**src/rtl/bounds_drawer.sv**
```systemverilog
// Bounds drawer: on a held draw_bounds request, raster-scans the playfield
// once, emitting one registered pixel per cycle (walls, goal openings, centre
// line), then holds done_bounds until the request is withdrawn.
//
// Handshake: draw_bounds is a level request. The block answers with a pixel
// stream (plot = 1 qualifies x/y/colour) followed by done_bounds, which stays
// high for as long as draw_bounds does. Dropping draw_bounds mid-scan aborts
// the scan and no done_bounds is produced for it.
module bounds_drawer #(
  parameter int SCREEN_W = 160,
  parameter int SCREEN_H = 120,
  parameter int X_W = 8,
  parameter int Y_W = 7,
  parameter int BORDER = 2,
  parameter int GOAL_H = 40,
  parameter logic [2:0] WALL_COLOUR = 3'b111,
  parameter logic [2:0] MID_COLOUR = 3'b001
) (
  input  logic           clock,
  input  logic           reset_n,
  input  logic           draw_bounds,
  output logic [X_W-1:0] x,
  output logic [Y_W-1:0] y,
  output logic [2:0]     colour,
  output logic           plot,
  output logic           done_bounds,
  output logic           busy,
  output logic [1:0]     debug_state
);

  localparam logic [1:0] IDLE = 2'd0;
  localparam logic [1:0] SCAN = 2'd1;
  localparam logic [1:0] DONE = 2'd2;

  // Geometry constants, pre-sized to the counter widths.
  localparam logic [X_W-1:0] X_LAST   = X_W'(SCREEN_W - 1);
  localparam logic [Y_W-1:0] Y_LAST   = Y_W'(SCREEN_H - 1);
  localparam logic [X_W-1:0] X_LWALL  = X_W'(BORDER);
  localparam logic [X_W-1:0] X_RWALL  = X_W'(SCREEN_W - BORDER);
  localparam logic [Y_W-1:0] Y_TWALL  = Y_W'(BORDER);
  localparam logic [Y_W-1:0] Y_BWALL  = Y_W'(SCREEN_H - BORDER);
  localparam logic [Y_W-1:0] Y_GOAL_L = Y_W'((SCREEN_H - GOAL_H) / 2);
  localparam logic [Y_W-1:0] Y_GOAL_H = Y_W'((SCREEN_H - GOAL_H) / 2 + GOAL_H);
  localparam logic [X_W-1:0] X_MID    = X_W'(SCREEN_W / 2);

  logic [1:0]     state;
  logic [X_W-1:0] x_inc;
  logic [Y_W-1:0] y_inc;

  // Colour of a pixel; walls win over the goal gap, the gap over the centre line.
  function automatic logic [2:0] pixel_colour(input logic [X_W-1:0] px,
                                              input logic [Y_W-1:0] py);
    logic [2:0] c;
    c = 3'b000;
    if (py < Y_TWALL || py >= Y_BWALL) begin
      c = WALL_COLOUR;
    end else if (px < X_LWALL || px >= X_RWALL) begin
      if (py >= Y_GOAL_L && py < Y_GOAL_H) c = 3'b000;
      else c = WALL_COLOUR;
    end else if (px == X_MID) begin
      c = MID_COLOUR;
    end
    return c;
  endfunction

  assign x_inc = x + 1'b1;
  assign y_inc = y + 1'b1;
  assign debug_state = state;

  // Scan sequencer: state, pixel counters and all registered outputs.
  always_ff @(posedge clock) begin
    if (!reset_n) begin
      state       <= IDLE;
      x           <= '0;
      y           <= '0;
      colour      <= 3'b000;
      plot        <= 1'b0;
      done_bounds <= 1'b0;
      busy        <= 1'b0;
    end else begin
      case (state)
        IDLE: begin
          if (draw_bounds) begin
            state       <= SCAN;
            x           <= '0;
            y           <= '0;
            colour      <= pixel_colour('0, '0);
            plot        <= 1'b1;
            busy        <= 1'b1;
            done_bounds <= 1'b0;
          end
        end
        SCAN: begin
          if (!draw_bounds) begin
            // Aborted scan: quiet outputs, no done for this request.
            state  <= IDLE;
            x      <= '0;
            y      <= '0;
            colour <= 3'b000;
            plot   <= 1'b0;
            busy   <= 1'b0;
          end else if (x == X_LAST && y == Y_LAST) begin
            state       <= DONE;
            x           <= '0;
            y           <= '0;
            colour      <= 3'b000;
            plot        <= 1'b0;
            busy        <= 1'b0;
            done_bounds <= 1'b1;
          end else if (x == X_LAST) begin
            x      <= '0;
            y      <= y_inc;
            colour <= pixel_colour('0, y_inc);
          end else begin
            x      <= x_inc;
            colour <= pixel_colour(x_inc, y);
          end
        end
        DONE: begin
          if (!draw_bounds) begin
            state       <= IDLE;
            done_bounds <= 1'b0;
          end
        end
        default: begin
          state       <= IDLE;
          x           <= '0;
          y           <= '0;
          colour      <= 3'b000;
          plot        <= 1'b0;
          busy        <= 1'b0;
          done_bounds <= 1'b0;
        end
      endcase
    end
  end

endmodule
```
**config.mk**
```make
export PLATFORM = sky130hd
export DESIGN_NAME = bounds_drawer
export DESIGN_NICKNAME = d
export VERILOG_FILES = /design/src/rtl/bounds_drawer.sv
export SDC_FILE = /design/constraint.sdc
export NUM_CORES = 1
export LEC_CHECK = 0
export ABC_AREA = 0
export BUFFER_PORTS_ARGS = -buffer_cell sky130_fd_sc_hd__buf_2
export CORE_MARGIN = 10
export CORE_UTILIZATION = 53
export CTS_CLUSTER_DIAMETER = 100
export DETAILED_ROUTE_END_ITERATION = 16
export GPL_TIMING_DRIVEN = 1
export MAX_ROUTING_LAYER = met4
export PLACE_DENSITY = 0.78
export SLEW_MARGIN = 25
export SYNTH_ARGS = -nofsm -noshare
export SYNTH_HDL_FRONTEND = slang
export SYNTH_SLANG_ARGS = --single-unit
```
**constraint.sdc**
```tcl
create_clock -name clock -period 4.7 [get_ports clock]
set_input_delay 0.47 -clock clock [delete_from_list [all_inputs] [get_ports clock]]
set_output_delay 0.47 -clock clock [all_outputs]
set_load 0.005 [all_outputs]
```
---- Word-level counts from Yosys, hierarchy flattened ----
Cells that the tools add are included.
word-level totals
  memories ................................ 0
  RAM bits ................................ 0
  register bits after elaboration ......... 22
  bits in latches ......................... 0
  output and inout port bits .............. 23
  ROM bits ................................ 0
cells by class
  equal/unequal tests ..................... 11
  shifts and indexed selects .............. 0
  multiplexer cells ....................... 35
  bitwise gates (word level) .............. 1
  reduce and logical (&&, ||, !) cells .... 12
  magnitude comparators ................... 10
  divide/modulo/power cells ............... 0
  add/subtract/negate cells ............... 2
  multipliers ............................. 0
operators by type and width
  kind                   number
  $mux W8                4
  $mux W7                4
  $mux W3                9
  $pmux W8 S3            1
  $pmux W7 S3            1
  $ge A7 B6 Y1 const B   2
  $ge A7 B7 Y1 const B   2
  $lt A7 B2 Y1 const B   2
  $lt A7 B7 Y1 const B   2
  $pmux W3 S3            1
  $reduce_and A3 Y1      3
  $add A8 B1 Y8 const B  1
  $eq A8 B7 Y1 const B   1
  $eq A8 B8 Y1 const B   1
  $ge A8 B8 Y1 const B   1
  $lt A8 B2 Y1 const B   1
  $mux W1                8
  $mux W2                4
  $ne A2 B2 Y1 const B   4
  $add A7 B1 Y7 const B  1
  $eq A7 B7 Y1 const B   1
  $pmux W1 S3            2
  $pmux W2 S3            1
  $ne A4 B4 Y1 const B   1
  9 further kinds        13

---- Logic depth before layout (Yosys ltp) ----
Gate-level depths: netlist of run 1.
  word-level depth ........................ 9
  gate-level depth with buffers ........... 8
  mapped depth without buffers ............ 7

---- Least setup slack after synthesis of run 1 ----
Ideal clock, no wire load.
  path kind ............................... register -> register
  start ................................... register x[1]
  end ..................................... register colour[0]
  cell stages (with the launch flop) ...... 9
  data required time ...................... 4.582 ns
  arrival time ............................ 1.998 ns
  setup slack ............................. 2.585 ns
  clock period less this slack ............ 2.115 ns
  library setup time ...................... 0.118 ns
  cell sequence ........................... dfxtp_1 ha_1 buf_2 a21oi_1 o211a_1 o311ai_0 a21oi_1 or4_1 o2111a_1
between the ends
  longest elaborated chain between the ends .. 9
  elaborated cells on any way between the ends .. 14
  those cells by class .................... add/sub: 1; order compare: 2; eq/ne: 2; mux: 7; reduce/logical: 2
ends and longest elaborated chain
  element                                               RTL line  text
  from (decl)                                           22        output logic [X_W-1:0] x,
  from (signal assigned)                                115       x <= x_inc;
  $add A8 B1 Y8                                         66        assign x_inc = x + 1'b1;
  $lt A8 B2 Y1 (tied with other cells)                  57        end else if (px < X_LWALL || px >= X_RWALL) begin
  $logic_or A1 B1 Y1 / $mux W1 (equally long branches)  57, 60
  $mux W3                                               57
  $mux W3                                               55        if (py < Y_TWALL || py >= Y_BWALL) begin
  $mux W3                                               110       end else if (x == X_LAST) begin
  $mux W3 (*)                                           102       end else if (x == X_LAST && y == Y_LAST) begin
  $mux W3 (*)                                           94        if (!draw_bounds) begin
  $pmux W3 S3 (*)                                       81        case (state)
  to (signal assigned)                                  87        colour <= pixel_colour('0, '0);
  to (signal assigned)                                  113       colour <= pixel_colour('0, y_inc);
  to (signal assigned)                                  116       colour <= pixel_colour(x_inc, y);
  to (decl)                                             24        output logic [2:0] colour,
Mark *: on every way between the ends. The rest lies on a longest branch, timed or not.
A chain may end at the register's enable or synchronous reset.

---- Worst setup path in the final report of run 1 ----
  start ................................... register x[0]
  end ..................................... register y[3]
between the ends
  longest elaborated chain between the ends .. 5
  elaborated cells on any way between the ends .. 7
  those cells by class .................... eq/ne: 2; mux: 3; reduce/logical: 2
ends and longest elaborated chain
  element               RTL line  text
  $eq A8 B8 Y1 (*)      102, 110
  $logic_and A1 B1 Y1   102
  $mux W7               102
  $mux W7               94
  $pmux W7 S3           81
  to (signal assigned)  112       y <= y_inc;
  to (decl)             23        output logic [Y_W-1:0] y,
Marks and branches as above.

==> results of run 1 <==
==> metrics by stage <==
step | util (%) | cells | hold slack [ns]
after floorplan | - | 187 | 0.506
after global placement | 57.3 | 229 | 0.507
after detailed placement | 57.3 | 229 | 0.515
after CTS | 58.4 | 233 | 0.429
after global routing | 58.4 | 233 | 0.432
final | 58.4 | 233 | 0.431
==> per-layer routing <==
| metal | vias up | global-route usage (%) | routed length [um] |
|---|---|---|---|
| met3 | 6 | 3.54 | 234 |
| met2 | 50 | 22.1 | 1620 |
| li1 | 714 | - | - |
| met1 | 667 | 19.0 | 1660 |
| met5 | - | - | 0 |
| met4 | 0 | 3.59 | 38 |
==> how the worst max path moves through the flow <==
stage | from | end | slack (ns) | cells past startpoint
2_1_floorplan | x[1] | colour[0] | 2.58 | 8
3_3_place_gp | x[0] | y[3] | 2.36 | 7
3_5_place_dp | x[0] | y[3] | 2.27 | 7
4_1_cts | x[0] | y[3] | 2.21 | 7
5_1_grt | x[0] | y[3] | 1.93 | 7
6_report | x[0] | y[3] | 2.18 | 7
==> critical path, stage by stage (launching register included) <==
cell	delay, ns
sky130_fd_sc_hd__dfxtp_1	0.56
sky130_fd_sc_hd__ha_1	0.45
sky130_fd_sc_hd__nand3_2	0.23
sky130_fd_sc_hd__o21bai_4	0.35
sky130_fd_sc_hd__o21ai_2	0.20
sky130_fd_sc_hd__nand2b_1	0.18
sky130_fd_sc_hd__or3_1	0.34
sky130_fd_sc_hd__a21oi_1	0.14
==> cell type report <==
cell class / count / area [um^2] / share of cell area, %
Inverter: 3 / 11.3 / 0.712
Clock inverter: 1 / 5.00 / 0.316
Sequential cell: 21 / 420 / 26.6
Tap cell: 31 / 38.8 / 2.45
Timing Repair Buffer: 25 / 125 / 7.91
Multi-Input combinational cell: 149 / 958 / 60.6
Clock buffer: 3 / 22.5 / 1.42
==> cells by family after synthesis <==
family                   synth area share, %
AO/OA/AOI/OAI                           23.6
XOR/XNOR                                2.99
adder cells (fa/ha/maj)                 2.56
buffers and inverters                   5.97
flip-flops                              28.7
multiplexers                            2.82
AND/OR/NAND/NOR                         33.4
==> cell usage in the layout, fill, tap and decap left out, types with 3 or more instances in the layout <==
| cell | n |
|---|---|
| sky130_fd_sc_hd__nor3_1 | 3 |
| sky130_fd_sc_hd__clkbuf_4 | 3 |
| sky130_fd_sc_hd__xnor2_1 | 4 |
| sky130_fd_sc_hd__o21ai_0 | 7 |
| sky130_fd_sc_hd__a22oi_1 | 3 |
| sky130_fd_sc_hd__buf_2 | 25 |
| sky130_fd_sc_hd__mux2i_1 | 3 |
| sky130_fd_sc_hd__nand2_1 | 9 |
| sky130_fd_sc_hd__nand2b_1 | 4 |
| sky130_fd_sc_hd__ha_1 | 3 |
| sky130_fd_sc_hd__o22ai_1 | 3 |
| sky130_fd_sc_hd__dfxtp_1 | 21 |
| sky130_fd_sc_hd__and3_1 | 5 |
| sky130_fd_sc_hd__or3_1 | 6 |
| sky130_fd_sc_hd__a21oi_1 | 20 |
| sky130_fd_sc_hd__nand3_1 | 7 |
| sky130_fd_sc_hd__nand3b_1 | 5 |
| sky130_fd_sc_hd__nor2_1 | 29 |
==> flip-flops by register name, summed over array words and instances, names as in the netlist <==
signal / count
y: 7
busy: 1
done_bounds: 1
debug_state: 2
x: 8
colour: 2
==> power breakdown <==
part           total, mW  switching (mW)  internal [mW]
clock             0.0941          0.0623         0.0318
combinational     0.0285          0.0175         0.0110
sequential         0.186         0.00462          0.181
==> metrics.sh, run 1 <==
MAX_CAP_VIOLATIONS=0
TOTAL_POWER_uW=309
NUMBER_OF_DIFFERENT_LIBRARY_CELLS_IN_THE_POST_SYNTHESIS_NETLIST=56
SINK_OF_THE_WORST_HOLD_PATH='colour[0]'
COUNT_OF_FINAL_MAX_SLEW_CHECK_FAILURES=0
CRITPATHREQUIREDTIME_NS=4.94
DIE_H_UM=72.6
DRT_ITER0_DRC=151
CTSHOLDBUFFERS=0
FIN_NETS=209
ROUTED_VIA_DENSITY=6.17
CRITICAL_PATH_PEAK_FANOUT=11
DIE-AREA_UM2=5270
POST_SYNTH.CELL_AREA_AVG_UM2=7.84
TIMING.FMAX_MHz=397
SYNTH_ASYNC_SR_FLOP_SHARE_PCT=0
CRITICAL_PATH.REG2REG.STARTPOINT='x[0]'
AREAGROWTHSYNTHTOFINISH_PCT=7.85
CLOCKBUFFERDEPTH=2
RR_ENDPOINT='y[3]'
YS_SEQ_ELEMENTS=21
DP_SLACK_NS=2.27
CRIT_ARRIVAL_NS=2.76
SETUP_TNS_NS=0
TIMING_WORST_SLEW_PIN_VALUE_NS=0.565
POWER.LEAKAGE_nW=0.607
DOMINANT_CELL_TYPE_BY_AREA_AFTER_SYNTHESIS='sky130_fd_sc_hd__dfxtp_1'
FINAL_SETUP_VIOLATIONS=0
CLK_PIN_SLEW_WORST_PATHS_NS=0.13
HOLD_PATH_STARTPOINT='reset_n'
FLOORPLAN.INITIALDENSITY_PCT=54.1
CLKLATENCYLATEPIN_NS=0.31
GRT_PASS1_WL_UM=6360
STATUS='complete, no violations'
CRITICAL_PATH_CLASS='reg2reg'
ANTENNA-DIODE-COUNT=0
R2R_CELLS=7
AVGROUTEDWIREPERCELL_UM=15.3
CLOCK_TREE_FROM_TRITONCTS='built'
TIMING.HOLD.WORST_PATH_DEPTH=2
SYN-INSTANCE-COUNT=187
SETUP_SLACK_NS=2.18
ROUTE.ANTENNA.REMAINING_NETS=0
VIAS=1437
YOSYS-TOP-CELLS-AREA='sky130_fd_sc_hd__dfxtp_1 29%, sky130_fd_sc_hd__nor2_1 7.4%, sky130_fd_sc_hd__a21oi_1 6.8%, sky130_fd_sc_hd__ha_1 2.6%, sky130_fd_sc_hd__nand3b_1 2.6%'
POST_CTS.REPAIR.SETUP_BUFFERS=0
FINAL_LAYOUT_SIZE_SUFFIX_GT1_SHARE_PCT=19.8
GRT_PASS1_VIAS=1318
NETLIST.AREA_LEADER.SHARE_PCT=28.7
MAXSLEWHEADROOM_PCT=62.2
SYN_AREA_UM2=1470
CELLPOWERDENSITY_nW_PER_UM2=195
COREAREA_UM2=2710
HPWL_UM=2640
SYNTHESIS.YOSYS.WARNINGS=0
WORSTHOLDPATHTYPE='in2reg'
WORST_CLOCK_SKEW_NS=0.00541
SEQUENTIAL_SHARE_OF_THE_SYNTHESIZED_AREA_PCT=28.7
FINALWEIGHTEDCONGESTION=0.905
CTS_H_TREE_DEPTH=1
CTSROOTBUFFERMASTER='sky130_fd_sc_hd__clkbuf_4'
CLOCK_BUFFERS_CREATED_BY_TRITONCTS=3
AGGREGATE_GLOBAL_ROUTE_RESOURCE_USAGE_PCT=14.6
END_KIND='flip-flop'
FINALCRITPERIODSHARE_PCT=53.6
GRT_REMAINING_OVERFLOW=0
SYNTH-EDFF-COUNT=0
YOSYS.CELL_COUNT.TOP_TYPE='sky130_fd_sc_hd__nor2_1'
SYNTH_TOP_FLOP_CELL='sky130_fd_sc_hd__dfxtp_1'
CHIPWIDTH_UM=72.6
NUM_ROWS=19
RSZ0062_AT_GRT='no'
YS_TOP_CELLS_BY_COUNT='29 x sky130_fd_sc_hd__nor2_1, 21 x sky130_fd_sc_hd__dfxtp_1, 20 x sky130_fd_sc_hd__a21oi_1'
SYNTHESIS.NETS=193
HOLD_VIOL=0
POST_CTS_RESIZED=0
ROUTED_WL_UM=3560
TIMING.CRITICAL_PATH.FROM_TYPE='flip-flop'
FINALINSTANCEAREA_UM2=1580
FIRSTDRTPASSITERS=4
IR_WORST_VDD_uV=162
PIN_COUNT=26
SLACK_OF_THE_WORST_REG_TO_REG_PATH_NS=2.18
DRC=0
POST_DP_CELL_AREA_UM2=1550
PERIOD_MINUS_SLACK_NS=2.52
NUMBER_OF_ANTENNA_VIOLATIONS_AT_THE_FIRST_CHECK_IN_GLOBAL_ROUTING=0
N_FILL_CELL=260
GRT_START_MAX_NET_PINS=19
CLOCK_SINKS=21
INPUT_OUTPUT_BUFFERS=25
(Power assumes the default switching activity.)
==> inputs of run 2 (changes only) <==
Clock period 4.7 ns to 2.6 ns, I/O delays scaled along.
==> run 2 against run 1 <==
  * Highest routed layer unchanged
  * Hold slack worse by 0.22 ns
  * Die area stayed put
  * Largest power group unchanged
  * Critical endpoint unchanged
  * Largest cell class unchanged
  * Worst setup slack worse by 1.8 ns
  * Clock skew hardly changed
==> metrics.sh, run 2 (synthesis gave the netlist of run 1 again) <==
HPWL_UM=2640
SETUP_SLACK_NS=0.354
END_KIND='flip-flop'
FINALWEIGHTEDCONGESTION=0.886
CTS_H_TREE_DEPTH=1
POST_CTS.REPAIR.SETUP_BUFFERS=0
TIMING.FMAX_MHz=445
GRT_PASS1_VIAS=1323
CLK_PIN_SLEW_WORST_PATHS_NS=0.13
TOP_REGS='x (8), y (7)'
POST_DP_CELL_AREA_UM2=1580
FINAL_LAYOUT_SIZE_SUFFIX_GT1_SHARE_PCT=21.4
MAX_CAP_VIOLATIONS=0
GRT_REMAINING_OVERFLOW=0
ROUTED_WL_UM=3650
RSZ0062_AT_GRT='no'
VIAS=1471
PERIOD_MINUS_SLACK_NS=2.25
MOSTFREQUENTLAYOUTCELLS='29 x sky130_fd_sc_hd__nor2_1, 25 x sky130_fd_sc_hd__buf_2, 21 x sky130_fd_sc_hd__dfxtp_1, 20 x sky130_fd_sc_hd__a21oi_1, 9 x sky130_fd_sc_hd__nand2_1'
FIN_NETS=213
HOLD_VIOL=0
FINISH.UTILIZATION_PCT=59.5
CLOCKBUFFERDEPTH=2
PIN_COUNT=26
DIE-AREA_UM2=5270
NUM_ROWS=19
FINALINSTANCEAREA_UM2=1610
AVGROUTEDWIREPERCELL_UM=15.4
POWER.LEAKAGE_nW=0.627
DP_SLACK_NS=0.406
FINALCRITPERIODSHARE_PCT=86.4
COREAREA_UM2=2710
COUNT_OF_FINAL_MAX_SLEW_CHECK_FAILURES=0
N_FILL_CELL=254
POST-PLACE-CELLS=233
WORSTHOLDPATHTYPE='in2reg'
CLOCK_BUFFERS_CREATED_BY_TRITONCTS=3
DRC=0
ROUTED_VIA_DENSITY=6.21
DRT_ITER0_DRC=155
CLOCK_SINKS=21
CRIT_ARRIVAL_NS=2.49
FLOORPLAN.INITIALDENSITY_PCT=54.1
TOTAL_POWER_uW=560
CLKLATENCYLATEPIN_NS=0.32
MAXSLEWHEADROOM_PCT=63.0
CRITICAL_PATH_PEAK_FANOUT=11
AGGREGATE_GLOBAL_ROUTE_RESOURCE_USAGE_PCT=13.9
STATUS='complete, no violations'
TIMING_WORST_SLEW_PIN_VALUE_NS=0.552
SETUP_TNS_NS=0
CHIPWIDTH_UM=72.6
ANTENNA-DIODE-COUNT=0
IR_WORST_VDD_uV=273
POST_CTS_RESIZED=0
ROUTE.ANTENNA.REMAINING_NETS=0
DIE_H_UM=72.6
GRT_START_MAX_NET_PINS=19
FIRSTDRTPASSITERS=4
LARGEST_REGISTER_FFS=8
INPUT_OUTPUT_BUFFERS=25
CTSHOLDBUFFERS=0
CRITPATHREQUIREDTIME_NS=2.84
CTSROOTBUFFERMASTER='sky130_fd_sc_hd__clkbuf_4'
TOP_REGISTER='x'
AREAGROWTHSYNTHTOFINISH_PCT=9.90
NON_FILLER_INSTANCE_COUNT_AFTER_LAYOUT=237
LAYOUT_COMMONEST_CELL='sky130_fd_sc_hd__nor2_1'
FINAL_SETUP_VIOLATIONS=0
WORST_HOLD_SLACK_NS=0.216
CELLPOWERDENSITY_nW_PER_UM2=348
WORST_CLOCK_SKEW_NS=0.00506
CRITICAL_PATH_CLASS='reg2reg'
NUMBER_OF_ANTENNA_VIOLATIONS_AT_THE_FIRST_CHECK_IN_GLOBAL_ROUTING=0
GRT_PASS1_WL_UM=5950
TIMING.CRITICAL_PATH.FROM_TYPE='flip-flop'
CLOCK_TREE_FROM_TRITONCTS='built'
[run 2: cell types whose count changed in the layout (fill, tap and decap cells not counted)]
cell                    previous run  this run
sky130_fd_sc_hd__buf_4             0         4
[run 2: cell type report]
class	instances	area (um^2)	share of cell area, %
Inverter	3	11.3	0.699
Sequential cell	21	420	26.1
Clock inverter	1	5.00	0.311
Multi-Input combinational cell	149	958	59.5
Clock buffer	3	22.5	1.40
Tap cell	31	38.8	2.41
Timing Repair Buffer	29	155	9.63
[run 2: final timing paths]
| check | to | cells past startpoint | start | slack, ns |
|---|---|---|---|---|
| max | y[3] | 7 | x[0] | 0.35 |
| min | colour[1] | 2 | reset_n | 0.22 |
| max reg2reg | y[3] | 7 | x[0] | 0.35 |
| min reg2reg | busy | 2 | busy | 0.53 |
[run 2: report_power, final]
part / switching, mW / leakage [nW] / internal [mW] / total, mW
clock network: 0.111 / 0.0177 / 0.0576 / 0.169
registers: 0.00357 / 0.170 / 0.328 / 0.331
logic: 0.0372 / 0.439 / 0.0227 / 0.0599
total: 0.152 / 0.627 / 0.408 / 0.560
[run 2: worst max-delay path: stages, from the launching register on]
cell and delay [ns]:
sky130_fd_sc_hd__dfxtp_1 0.36, sky130_fd_sc_hd__ha_1 0.38, sky130_fd_sc_hd__nand3_2 0.23, sky130_fd_sc_hd__o21bai_4 0.34
sky130_fd_sc_hd__o21ai_2 0.20, sky130_fd_sc_hd__nand2b_1 0.18, sky130_fd_sc_hd__or3_1 0.34, sky130_fd_sc_hd__a21oi_1 0.14
[run 2: metal layers]
layer	global-route usage, %	up-vias	wire length [um]	part of all wire, %
li1	-	723	-	-
met3	4.08	7	259	7.1
met2	21.6	47	1690	46
met1	16.0	694	1640	45
met4	6.33	0	61	1.7
met5	-	-	0	0
==> inputs of run 3 (changes only) <==
Settings changed: CORE_ASPECT_RATIO set to 1.2.
==> run 3 against run 2 <==
  * Flip-flop and latch count unchanged
  * Count of clock-buffer cells in the layout unchanged
  * Power decreased by 2.3%
  * Core utilization increased by 2.6 points
  * Via count increased by 0.41%
  * Clock power decreased by 7%
  * Critical path type unchanged
  * Largest cell class unchanged
  * Largest power group unchanged
==> metrics.sh, run 3 (synthesis gave the netlist of run 1 again) <==
STATUS='complete, no violations'
GRT_REMAINING_OVERFLOW=0
AREAGROWTHSYNTHTOFINISH_PCT=10.1
PIN_COUNT=26
DR_WL_MET2_UM=1810
CLKLATENCYLATEPIN_NS=0.30
ROUTED_VIA_DENSITY=6.18
MAX_CAP_VIOLATIONS=0
LARGEST_REGISTER_FFS=8
FINAL_LAYOUT_SIZE_SUFFIX_GT1_SHARE_PCT=21.4
CRITICAL_PATH_CLASS='reg2reg'
FIN_NETS=213
AVGROUTEDWIREPERCELL_UM=15.2
TIMING_WORST_SLEW_PIN_VALUE_NS=0.530
END_KIND='flip-flop'
MAXSLEWHEADROOM_PCT=64.5
CRIT_ARRIVAL_NS=2.47
TOP_REGS='x (8), y (7)'
POST_CTS.REPAIR.SETUP_BUFFERS=0
HPWL_UM=2800
COUNT_OF_FINAL_MAX_SLEW_CHECK_FAILURES=0
DP_SLACK_NS=0.414
DRC=0
M1WIRELENGTH_UM=1450
WORST-PATH-BUF-INV=0
POST_CTS_RESIZED=0
CLOCK_BUFFERS_CREATED_BY_TRITONCTS=3
NUMBER_OF_ANTENNA_VIOLATIONS_AT_THE_FIRST_CHECK_IN_GLOBAL_ROUTING=0
DRT_ITER0_DRC=133
CTSHOLDBUFFERS=0
CP_SLOWEST_CELL='sky130_fd_sc_hd__ha_1'
CHIPWIDTH_UM=68.0
DIE_H_UM=77.6
TIMING.CRITICAL_PATH.FROM_TYPE='flip-flop'
TIMING.FMAX_MHz=446
FIRSTDRTPASSITERS=4
COREAREA_UM2=2600
CRITPATHREQUIREDTIME_NS=2.83
GRT_PASS1_WL_UM=6260
CTS_H_TREE_DEPTH=1
GRT_PASS1_VIAS=1443
CLOCK_SINKS=21
ROUTED_WL_UM=3640
HIGHEST_LAYER='met4'
CRITICAL_PATH_PEAK_FANOUT=11
MOSTFREQUENTLAYOUTCELLS='29 x sky130_fd_sc_hd__nor2_1, 25 x sky130_fd_sc_hd__buf_2, 21 x sky130_fd_sc_hd__dfxtp_1, 20 x sky130_fd_sc_hd__a21oi_1, 9 x sky130_fd_sc_hd__nand2_1'
CELLPOWERDENSITY_nW_PER_UM2=339
ANTENNA-DIODE-COUNT=0
GRT_START_MAX_NET_PINS=19
WORST_CLOCK_SKEW_NS=0.00369
CTSROOTBUFFERMASTER='sky130_fd_sc_hd__clkbuf_4'
VIAS=1477
CP_TOP_FAMILY='simple AND/OR/NAND/NOR gates'
RSZ0062_AT_GRT='no'
TOP_REGISTER='x'
WORST_PATH_LARGEST_CELL_DELAY_NS=0.38
FLOORPLAN.INITIALDENSITY_PCT=56.3
CLK_PIN_SLEW_WORST_PATHS_NS=0.11
DIE-AREA_UM2=5280
ROUTE.ANTENNA.REMAINING_NETS=0
CLOCK_TREE_FROM_TRITONCTS='built'
NUM_ROWS=20
SETUP_TNS_NS=0
SETUP_SLACK_NS=0.360
LAYOUT_COMMONEST_CELL='sky130_fd_sc_hd__nor2_1'
HOLD_VIOL=0
WORSTHOLDPATHTYPE='in2reg'
FINALWEIGHTEDCONGESTION=0.941
IR_WORST_VDD_uV=244
AGGREGATE_GLOBAL_ROUTE_RESOURCE_USAGE_PCT=14.6
CLOCKBUFFERDEPTH=2
POWER.LEAKAGE_nW=0.627
DETAILED_ROUTED_WIRE_LENGTH_ON_MET3_UM=223
INPUT_OUTPUT_BUFFERS=25
CELL_CHAIN_OF_THE_CRITICAL_PATH='ha_1 > nand3_2 > o21bai_4 > o21ai_2 > nand2b_1 > or3_1 > a21oi_1'
FINALCRITPERIODSHARE_PCT=86.2
FINAL_SETUP_VIOLATIONS=0
PERIOD_MINUS_SLACK_NS=2.24
## run 3: worst reg2reg max path: cells and delay by family, from the launching register on
kind                     cells  cell delay [ns]
AND/OR/NAND/NOR              3             0.76
AO/OA/AOI/OAI                3             0.68
adder cells (fa/ha/maj)      1             0.38
flip-flops                   1             0.36
## run 3: path summary, 6_finish.rpt
path              slack (ns)  cells past startpoint  startpoint   endpoint
hold reg to reg         0.54                      2        busy       busy
setup / recovery        0.36                      7        x[1]       y[3]
hold / removal          0.23                      2     reset_n  colour[1]
setup reg to reg        0.36                      7        x[1]       y[3]
## run 3: through the flow
stage          utilization, %  power (mW)  cell area [um^2]  hold WS [ns]  std cells
2_1_floorplan               -       0.379              1470         0.395        187
3_3_place_gp             61.0       0.396              1590         0.528        235
3_5_place_dp             61.0       0.398              1590         0.525        235
4_1_cts                  62.0       0.553              1610         0.225        239
5_1_grt                  62.0       0.579              1610         0.216        239
6_report                 62.0       0.547              1610         0.228        239
## run 3: layer usage
layer / global-route usage, % / vias to the layer above
met5: - / -
met4: 8.67 / 0
met3: 2.01 / 16
met2: 23.5 / 58
met1: 16.3 / 684
li1: - / 719
## run 3: cell type report
class | count | area (um^2)
multi-input combinational | 149 | 958
inverter | 3 | 11.3
timing repair buffer | 29 | 155
fill | 259 | 988
tap | 33 | 41.3
sequential | 21 | 420
clock buffer | 3 | 22.5
clock inverter | 1 | 5.00
## run 3: where the power goes
group	leakage, nW	internal, mW	switching (mW)
clock	0.0177	0.0574	0.0996
sequential	0.170	0.328	0.00366
combinational	0.439	0.0227	0.0365
total	0.627	0.408	0.140
